File: config.mk
export PLATFORM = sky130hd
export DESIGN_NAME = genesis_pad_scanner
export DESIGN_NICKNAME = d
export VERILOG_FILES = /design/src/rtl/genesis_pad_scanner.sv
export SDC_FILE = /design/constraint.sdc
export NUM_CORES = 1
export LEC_CHECK = 0
export ABC_AREA = 1
export CAP_MARGIN = 0
export CORE_AREA = 2 2 98 100
export CTS_CLUSTER_SIZE = 30
export DETAILED_ROUTE_END_ITERATION = 10
export DIE_AREA = 0 0 100 102
export GPL_TIMING_DRIVEN = 1
export PLACE_DENSITY = 0.86
export SYNTH_ARGS = -nofsm -noshare
export SYNTH_HDL_FRONTEND = slang
export SYNTH_SLANG_ARGS = --single-unit
File: constraint.sdc
create_clock -name clk -period 3.15 [get_ports clk]
set_clock_uncertainty 0.15 [all_clocks]
set_input_delay 0.4725 -clock clk [delete_from_list [all_inputs] [get_ports clk]]
set_output_delay 0.4725 -clock clk [all_outputs]
set_load 0.02 [all_outputs]
File: src/rtl/genesis_pad_scanner.sv
// Sega Genesis 3/6-button pad reader: runs the 8-phase select sequence on each
// poll tick, scans all ports in parallel and publishes decoded words per frame.
module genesis_pad_scanner #(
  parameter int NUM_PADS     = 2,
  parameter int PHASE_CYCLES = 1000,
  parameter int POLL_DIV     = 1666667
) (
  input  logic                   clk,
  input  logic                   rst,
  input  logic                   enable,
  input  logic [6*NUM_PADS-1:0]  pad_pins,
  output logic                   select,
  output logic [12*NUM_PADS-1:0] btn_out,
  output logic [NUM_PADS-1:0]    pad_present,
  output logic [NUM_PADS-1:0]    pad_six_btn,
  output logic                   frame_done,
  output logic [NUM_PADS-1:0]    btn_changed
);
  localparam int PH_W   = (PHASE_CYCLES > 1) ? $clog2(PHASE_CYCLES) : 1;
  localparam int POLL_W = (POLL_DIV > 1) ? $clog2(POLL_DIV) : 1;

  // Phase encodings chosen so select is simply the inverse of bit 0 (IDLE is even).
  typedef enum logic [3:0] {
    PH0 = 4'd0, PH1 = 4'd1, PH2 = 4'd2, PH3 = 4'd3,
    PH4 = 4'd4, PH5 = 4'd5, PH6 = 4'd6, PH7 = 4'd7,
    IDLE = 4'd8
  } state_t;

  logic [6*NUM_PADS-1:0]  pins_meta_q, pins_sync_q;
  logic [POLL_W-1:0]      poll_cnt_q;
  logic                   tick;
  state_t                 state_q;
  logic [PH_W-1:0]        phase_cnt_q;
  logic                   phase_last;
  logic                   pending_q;
  logic                   select_q;
  logic                   frame_done_q;
  logic [NUM_PADS-1:0]    btn_changed_q;
  logic [12*NUM_PADS-1:0] btn_q;
  logic [NUM_PADS-1:0]    present_q, six_q;
  logic [11:0]            shadow_btn_q [NUM_PADS];
  logic [NUM_PADS-1:0]    shadow_present_q, shadow_six_q;
  logic [5:0]             pin_s [NUM_PADS];
  logic [11:0]            pub_word [NUM_PADS];

  always_ff @(posedge clk) begin
    pins_meta_q <= pad_pins;
    pins_sync_q <= pins_meta_q;
  end

  always_ff @(posedge clk) begin
    if (rst) begin
      poll_cnt_q <= '0;
    end else if (tick) begin
      poll_cnt_q <= '0;
    end else begin
      poll_cnt_q <= poll_cnt_q + POLL_W'(1);
    end
  end

  assign tick       = (poll_cnt_q == POLL_W'(POLL_DIV - 1));
  assign phase_last = (phase_cnt_q == PH_W'(PHASE_CYCLES - 1));

  for (genvar gi = 0; gi < NUM_PADS; gi++) begin : g_pad
    assign pin_s[gi]    = pins_sync_q[6*gi +: 6];
    assign pub_word[gi] = shadow_present_q[gi] ? shadow_btn_q[gi] : 12'h000;
  end

  always_ff @(posedge clk) begin
    if (rst) begin
      state_q          <= IDLE;
      phase_cnt_q      <= '0;
      pending_q        <= 1'b0;
      select_q         <= 1'b1;
      frame_done_q     <= 1'b0;
      btn_changed_q    <= '0;
      btn_q            <= '0;
      present_q        <= '0;
      six_q            <= '0;
      shadow_present_q <= '0;
      shadow_six_q     <= '0;
      for (int p = 0; p < NUM_PADS; p++) shadow_btn_q[p] <= '0;
    end else begin
      frame_done_q  <= 1'b0;
      btn_changed_q <= '0;
      if (state_q == IDLE) begin
        phase_cnt_q <= '0;
        // A tick or pending request is consumed here whether or not a frame starts.
        if (tick || pending_q) begin
          pending_q <= 1'b0;
          if (enable) begin
            state_q  <= PH0;
            select_q <= 1'b1;
          end
        end
      end else begin
        if (tick) pending_q <= 1'b1;
        if (!phase_last) begin
          phase_cnt_q <= phase_cnt_q + PH_W'(1);
        end else begin
          phase_cnt_q <= '0;
          for (int p = 0; p < NUM_PADS; p++) begin
            case (state_q)
              PH1: begin
                shadow_present_q[p] <= ~pin_s[p][2] & ~pin_s[p][3];
                shadow_btn_q[p][4]  <= ~pin_s[p][4];
                shadow_btn_q[p][10] <= ~pin_s[p][5];
              end
              PH2: begin
                shadow_btn_q[p][3:0] <= ~pin_s[p][3:0];
                shadow_btn_q[p][5]   <= ~pin_s[p][4];
                shadow_btn_q[p][6]   <= ~pin_s[p][5];
              end
              PH5: shadow_six_q[p] <= (pin_s[p][3:0] == 4'b0000);
              PH6: begin
                shadow_btn_q[p][7]  <= ~pin_s[p][2] & shadow_six_q[p];
                shadow_btn_q[p][8]  <= ~pin_s[p][1] & shadow_six_q[p];
                shadow_btn_q[p][9]  <= ~pin_s[p][0] & shadow_six_q[p];
                shadow_btn_q[p][11] <= ~pin_s[p][3] & shadow_six_q[p];
              end
              default: ;
            endcase
          end
          if (state_q == PH7) begin
            state_q      <= IDLE;
            select_q     <= 1'b1;
            frame_done_q <= 1'b1;
            for (int p = 0; p < NUM_PADS; p++) begin
              btn_q[12*p +: 12] <= pub_word[p];
              btn_changed_q[p]  <= (pub_word[p] != btn_q[12*p +: 12]);
              present_q[p]      <= shadow_present_q[p];
              six_q[p]          <= shadow_present_q[p] & shadow_six_q[p];
            end
          end else begin
            state_q  <= state_t'(state_q + 4'd1);
            select_q <= state_q[0];
          end
        end
      end
    end
  end

  assign select      = select_q;
  assign btn_out     = btn_q;
  assign pad_present = present_q;
  assign pad_six_btn = six_q;
  assign frame_done  = frame_done_q;
  assign btn_changed = btn_changed_q;
endmodule
# ---- After elaboration in Yosys (flattened, before gate mapping)
# Memory sizes are Yosys's and may differ from the RTL's.
# Index checks and enable logic that the tools add are counted.
dict set report op_classes {
  mux 51
  mul 0
  div_mod_pow 0
  add_sub_neg 3
  magnitude_cmp 0
  eq_ne 12
  shift 0
  bitwise_logic 47
  reduce_logical 14
}
# cell count
set op_table {}
lappend op_table {{two-way mux 1 bit} 42}
lappend op_table {{two-way mux 4 bit} 7}
lappend op_table {{two-way mux 12 bit} 2}
lappend op_table {{!= test 12 bit} 2}
lappend op_table {{adder 21 x 1 -> 21 bit, second input constant} 1}
lappend op_table {{== test 21 bit, second input constant} 1}
lappend op_table {{bitwise OR 1 bit} 18}
lappend op_table {{inverter 1 bit} 15}
lappend op_table {{AND 1 bit} 12}
lappend op_table {{== test 4 x 3 -> 1 bit, second input constant} 3}
lappend op_table {{AND reduction 3 bit} 4}
lappend op_table {{adder 10 x 1 -> 10 bit, second input constant} 1}
lappend op_table {{== test 10 bit, second input constant} 1}
lappend op_table {{logical NOT 4 bit} 2}
lappend op_table {{inverter 4 bit} 2}
lappend op_table {{OR reduction 3 bit} 2}
lappend op_table {{adder 4 x 1 -> 4 bit, second input constant} 1}
lappend op_table {{== test 4 x 1 -> 1 bit, second input constant} 1}
lappend op_table {{== test 4 x 2 -> 1 bit, second input constant} 1}
lappend op_table {{== test 4 bit, second input constant} 1}
lappend op_table {{nonzero test 2 bit} 2}
lappend op_table {{OR reduction 4 bit} 1}
lappend op_table {{!= test 2 x 1 -> 1 bit, second input constant} 1}
lappend op_table {{!= test 2 bit, second input constant} 1}
lappend op_table {{3 further kinds} 3}
dict set report word_totals {
  mem_bits_ro 0
  ram_bits 24
  elab_cells 142
  register_bits 96
  memories 1
  in_bits 15
  latch_bits 0
}
# memory depth width read_ports rd_ports_with_merged_regs wr line
set mem_list {}
lappend mem_list {shadow_btn_q 2 12 2 0 2 41} ;# logic [11:0] shadow_btn_q [NUM_PADS];

# ---- Logic depth before layout (Yosys ltp)
dict set report logic_depth {
  word_depth 7
  ltp_mapped 11
  depth_no_buf 11
}

# ---- Worst setup path before layout
# Ideal clock, no wire load.
dict set report synth_timing {
  path_type {input to register}
  from {in rst}
  to {mem shadow_btn_q[0][0] (enable)}
  arrival_ps 1463
  setup_time_ps 333
  setup_slack_ps 1204
  path_stages 4
  cell_sequence {inv_1 clkbuf_1 buf_1 nand2_1}
}
# element line
set synth_rtl {}
lappend synth_rtl {{start, declared} 9} ;# input logic rst,
lappend synth_rtl {{end, declared} 41}

# ---- Worst setup path in the final report
dict set report layout_timing {
  from {reg phase_cnt_q[0]}
  to {reg btn_changed_q[1], in the netlist btn_changed[1]}
}
dict set report layout_between {
  elab_chain_len 3
}
# element line
set layout_rtl {}
lappend layout_rtl {{start, declared} 33} ;# logic [PH_W-1:0] phase_cnt_q;
lappend layout_rtl {{start signal, assigned} 99} ;# phase_cnt_q <= phase_cnt_q + PH_W'(1);
lappend layout_rtl {{== test 10 bit} 62} ;# assign phase_last = (phase_cnt_q == PH_W'(PHASE_CYCLES - 1));
lappend layout_rtl {{inverter 1 bit (no line)} --}
lappend layout_rtl {{OR reduction 4 bit (no line)} --}
lappend layout_rtl {{end signal, assigned by index} 130} ;# btn_changed_q[p] <= (pub_word[p] != btn_q[12*p +: 12]);
lappend layout_rtl {{end, declared} 38} ;# logic [NUM_PADS-1:0] btn_changed_q;
# No other way between the ends.
# A chain may end at the register's enable or synchronous reset.

==> impl_metrics.json <==
{
  "whs_ns": 0.171,
  "cts-resized-gates": 0,
  "dieArea_um2": 10200,
  "syn_avg_cell_area_um2": 8.69,
  "power.density_nw_per_um2": 587,
  "grt_max_degree": 29,
  "synth_area_leaders": "dfxtp_1 (39%), edfxtp_1 (15%), nand2_1 (9.0%)",
  "cp_max_fo": 25,
  "power_leakage_nw": 2.36,
  "hold_viol": 0,
  "comb_power_share": 0.014,
  "setup_slack_ns": 0.883,
  "ys_top_cells_by_count": "nand2_1 (118), dfxtp_1 (96), nor2_1 (63)",
  "fin_cells": 741,
  "dp_slack_ns": 0.487,
  "synth_nets": 586,
  "async_flop_share": 0,
  "detail_route.vias_per_cell": 5.23,
  "cts_hold_buf": 0,
  "portBuffers": 46,
  "rsz0062_at_grt": "false",
  "period_share": 0.720,
  "critical_path.startpoint_type": "register",
  "yosys.area.top_type": "dfxtp_1",
  "drive_gt1_frac": 0.0984,
  "setup_viol": 0,
  "place.gp.congestion": 0.888,
  "final_antenna_net_count": 0,
  "crit_type": "reg -> reg",
  "max_freq_mhz": 441,
  "seq_power_share": 0.458,
  "clk_pin_slew_ns": 0.06,
  "cts_buffer_depth": 2,
  "seqCellArea_um2": 2640,
  "pin_count": 47,
  "multi_input_area_um2": 1950,
  "slew_headroom": 0.489,
  "netlist_instances": 564,
  "place_hpwl_um": 6540,
  "hold_class": "reg -> reg",
  "h-tree-depth": 4,
  "clk_latency_ns": 0.51,
  "diodes": 0,
  "placedInstanceArea_um2": 5430,
  "worst_pin_slew_ns": 0.763,
  "grt_overflow": 0,
  "p_switching_uw": 706,
  "first_pass_iters": 5,
  "drt_iter0_markers": 220,
  "cap_violations": 0,
  "p_sw_frac": 0.200,
  "ys_seq_area_frac": 0.539,
  "place_inst": 710,
  "cts_sinks": 120,
  "cts_root_buf": "clkbuf_8",
  "antenna_found_initial": 0,
  "synth_edf_count": 24,
  "pwr-share-clk": 0.528,
  "crit_path_end_kind": "register",
  "r2r-start": "phase_cnt_q[0]",
  "drv_slew": 0,
  "grt_pass1_vias": 3774,
  "num-nets-final": 640,
  "drc_errors": 0,
  "synth_most_common_cell": "nand2_1",
  "grt_pass1_wl_um": 16300,
  "grt.total_usage": 0.201,
  "yosysTopAreaCellShare": 0.392,
  "netlist_area_um2": 4900,
  "synthDistinctLibCells": 29,
  "p_int_mw": 2.82,
  "ys_seq_elements": 120,
  "synth_top_flop_cell": "dfxtp_1",
  "critical_path_required_ns": 3.46,
  "tns_ns": 0,
  "core-area_um2": 9110,
  "area.growth.synth_to_final_pct": 22.6,
  "yosys_warnings": 0,
  "min_from": "pins_meta_q[1]",
  "fin_crit_ns": 2.27,
  "crit_arrival_ns": 2.57,
  "final_area_um2": 6000,
  "wl_per_cell_um": 12.9,
  "vdd_ir_drop_max_uv": 553,
  "cts_tree": "yes",
  "cts_inserted_buffers": 17,
  "fp.dieW_um": 100,
  "rows": 35,
  "die_height_um": 102,
  "fillerInstances": 684,
  "start_util": 0.538,
  "worstSetupStartpoint": "phase_cnt_q[0]",
  "via_count": 3879,
  "wl_um": 9530,
  "postCtsSetupBuffers": 0,
  "outcome": "completed"
}
-- layer usage --
layer	GRT usage	wire [µm]	up-vias	part of all wire
met1	0.218	3970	1823	0.42
met5	0	0	-	0
met2	0.374	5060	90	0.53
li1	-	-	1947	-
met4	0.0811	158	0	0.017
met3	0.0561	336	19	0.035
-- cell families (layout without fill, tap and decap cells) --
group | count (synthesis) | count (layout) | share of synthesized area
AOI/OAI and AO/OA | 61 | 61 | 0.0792
and+or+nand+nor | 274 | 274 | 0.248
DFF | 120 | 120 | 0.539
adders and majority gates | 7 | 7 | 0.0179
xor gates and xnor gates | 30 | 30 | 0.0536
buffers and inverters | 72 | 138 | 0.0616
-- placed cells by master (no fill, tap or decap), types with 3 or more instances in the layout --
master / n
nand2_1: 118
dfxtp_1: 96
nor2_1: 63
inv_1: 58
nand3_1: 52
clkdlybuf4s50_1: 46
a21oi_1: 26
edfxtp_1: 24
o21ai_2: 20
clkbuf_16: 16
xor2_1: 15
xnor2_1: 15
nor3_1: 13
o21ai_0: 12
nand4_1: 8
ha_1: 7
or2_2: 6
nor3b_1: 4
nor4_1: 3
bufinv_16: 3
clkinv_2: 3
-- state kept, by name (all words and copies together), names as in the netlist --
name	count
btn_out	24
shadow_btn_q	24
poll_cnt_q	21
pins_meta_q	12
pins_sync_q	12
phase_cnt_q	10
state_q	4
btn_changed	2
pad_present	2
pad_six_btn	2
shadow_present_q	2
shadow_six_q	2
frame_done	1
pending_q	1
select	1
-- through the flow --
stage / utilization / total power, mW
after floorplan: - / 1.67
after global placement: 0.596 / 1.70
after CTS: 0.659 / 3.54
after global routing: 0.659 / 3.64
final: 0.659 / 3.53
after detailed placement: 0.596 / 1.70
-- final timing paths --
kind	slack, ns	cells after the start	to
max	0.88	11	btn_changed[1]
min	0.17	0	pins_sync_q[1]
max reg2reg	0.88	11	btn_changed[1]
min reg2reg	0.17	0	pins_sync_q[1]
-- power by group through the flow --
stage / registers (mW) / clock network, mW / logic (mW)
floorplan: 1.64 / 0 / 0.0249
global placement: 1.65 / 0 / 0.0481
detailed placement: 1.65 / 0 / 0.0493
CTS: 1.62 / 1.88 / 0.0494
global route: 1.62 / 1.96 / 0.0542
finish: 1.62 / 1.86 / 0.0488
-- area by class of cell --
cell class | instances | share of cell area
clock buffer | 19 | 0.0702
tap | 111 | 0.0231
inverter | 59 | 0.0369
clock inverter | 12 | 0.0250
sequential | 120 | 0.440
multi-input combinational | 372 | 0.325
timing repair buffer | 48 | 0.0792
-- worst max-delay path: stages (launching register included) --
cell and delay, ns:
dfxtp_1 0.35, ha_1 0.18, inv_1 0.07, nor3_1 0.19
nand2_1 0.15, nor2_4 0.19, nand2_4 0.14, nor2_8 0.16
nand2_4 0.25, inv_1 0.20, o21ai_0 0.11, inv_1 0.06
Power figures use the tool's default switching activity.
==> RTL change, RTL diff (same flow settings) <==
Make the reset (`rst`) asynchronous in 2 clocked blocks.
--- a/src/rtl/genesis_pad_scanner.sv
+++ b/src/rtl/genesis_pad_scanner.sv
@@ -50,3 +50,3 @@
 
-  always_ff @(posedge clk) begin
+  always_ff @(posedge clk or posedge rst) begin
     if (rst) begin
@@ -68,3 +68,3 @@
 
-  always_ff @(posedge clk) begin
+  always_ff @(posedge clk or posedge rst) begin
     if (rst) begin
Check against the original RTL: same outputs for any inputs over 10 cycles, from zero or initial values and one cycle with rst high; that may be too few to reach the edited logic, so the function may still have changed.
==> RTL change against the unedited design <==
Sequential cell count unchanged; first-iteration DRC count increased by 42%; total power is 0.74% lower; worst setup slack got worse by 0.064 ns; critical path type unchanged; area after synthesis up 3.6%; largest power group unchanged; design area rose by 4.4%; routed wire length is 20% higher; largest cell class unchanged; via count rose by 4.7%.
==> RTL change: results (changes against the unedited design) <==
| Metric | Value |
|---|---|
| Fill cell count | 641 (was 684) |
| GPL Wtd Cong | 0.8610 (was 0.8882) |
| Share of post-route cells with drive strength above 1 | 0.06912 (was 0.09841) |
| Top cells by count, synth | nand2_1 (166), dfrtp_1 (94), nor2_1 (63), inv_1 (55), o21ai_0 (54) (was nand2_1 (118), dfxtp_1 (96), nor2_1 (63), inv_1 (58), nand3_1 (52)) |
| Layout Nets | 660 (was 640) |
| Syn Nets | 602 (was 586) |
| Gr usage total | 0.2430 (was 0.2014) |
| Top cells by area, synth | dfrtp_1 (46%), nand2_1 (12%), dfxtp_1 (9.5%) (was dfxtp_1 (39%), edfxtp_1 (15%), nand2_1 (9.0%)) |
| Met1 Wirelength | 4.788 mm (was 3.969 mm) |
| Post-synthesis sequential area ratio | 0.5684 (was 0.5395) |
| Number of global-route vias before repair | 3987 (was 3774) |
| Dpl ws | 0.9275 ns (was 0.4874 ns) |
| Via count | 4061 (was 3879) |
| DR WL met3 | 669 um (was 336 um) |
| Worst EP arrival | 2.59 ns (was 2.57 ns) |
| Avg WL per Cell | 15.01 um (was 12.85 um) |
| DP HPWL | 7.461 mm (was 6.536 mm) |
| Met2 WL | 5.742 mm (was 5.061 mm) |
| Outcome | finished clean (unchanged) |
| Post-Synth Adder-Cell Area | 0.01725 (was 0.01788) |
| Largest net degree at the start of global routing | 53 (was 29) |
| First-pass GRT wire length | 19.07 mm (was 16.30 mm) |
| Ys flop type | dfrtp_1 (was dfxtp_1) |
| Crit Path Max Fanout | 24 (was 25) |
| Yosys cell types | 25 (was 29) |
| Xor and xnor fraction of the mapped netlist area | 0.06729 (was 0.05364) |
| Peak supply drop | 356.8 uV (was 553.3 uV) |
| Synth Area in Compound Gates | 0.06064 (was 0.07918) |
-- RTL change: metal layers --
layer | track usage | vias to the layer above
met5 | 0 | -
met4 | 0.08746 | 0
met2 | 0.4148 | 144
met1 | 0.2972 | 1942
li1 | - | 1950
met3 | 0.07045 | 25
-- RTL change: worst paths after layout --
kind                                      from  cells past startpoint  slack [ns]               to
worst max register to register  phase_cnt_q[0]                      5        0.82  shadow_btn_q[5]
min in group clk                pins_meta_q[0]                      0        0.18   pins_sync_q[0]
worst max-delay path            phase_cnt_q[0]                      5        0.82  shadow_btn_q[5]
worst min-delay path                       rst                      2        0.18   poll_cnt_q[16]
worst min register to register  pins_meta_q[0]                      0        0.18   pins_sync_q[0]
max in group asynchronous                  rst                      3        2.00       state_q[3]
-- RTL change: critical path, stage by stage, from the launching register on --
cell and delay, ns:
dfrtp_1 0.37, ha_1 0.22, nand3b_1 0.15, nor4_4 0.25
nand3_1 0.65, o21ai_0 0.43
-- RTL change: metrics by stage --
stage          cell area, um2  hold slack, ns  instances  total power [W]
2_1_floorplan            5076          0.1596        580         0.001609
3_3_place_gp             5675          0.1646        730         0.001641
3_5_place_dp             5675          0.1635        730         0.001642
4_1_cts                  6269          0.1759        762         0.003524
5_1_grt                  6269          0.1826        762         0.003600
6_report                 6269          0.1753        762         0.003501
-- RTL change: cell type report --
cell class                 count  area [um2]  area share
sequential                   120        2885      0.4603
multi-input combinational    394        1941      0.3096
timing repair buffer          50       503.0     0.08024
clock buffer                  19       464.2     0.07405
inverter                      55       207.7     0.03313
tap                          111       138.9     0.02216
clock inverter                13       128.9     0.02056
-- RTL change: logic make-up (layout without fill, tap and decap cells) --
| family | count (synthesis) | in the layout |
|---|---|---|
| buffers and inverters | 66 | 137 |
| and+or+nand+nor | 287 | 287 |
| xor gates and xnor gates | 39 | 39 |
| DFF | 120 | 120 |
| adders and majority gates | 7 | 7 |
| AOI/OAI and AO/OA | 61 | 61 |
-- RTL change: power by group --
part	total (W)	switching [W]	internal [W]	leakage, nW
Sequential	0.00156	0.00000869	0.00155	1.51
Clock	0.00189	0.000729	0.00116	0.295
Combinational	0.0000514	0.0000307	0.0000207	1.14
Total	0.00350	0.000769	0.00273	2.94
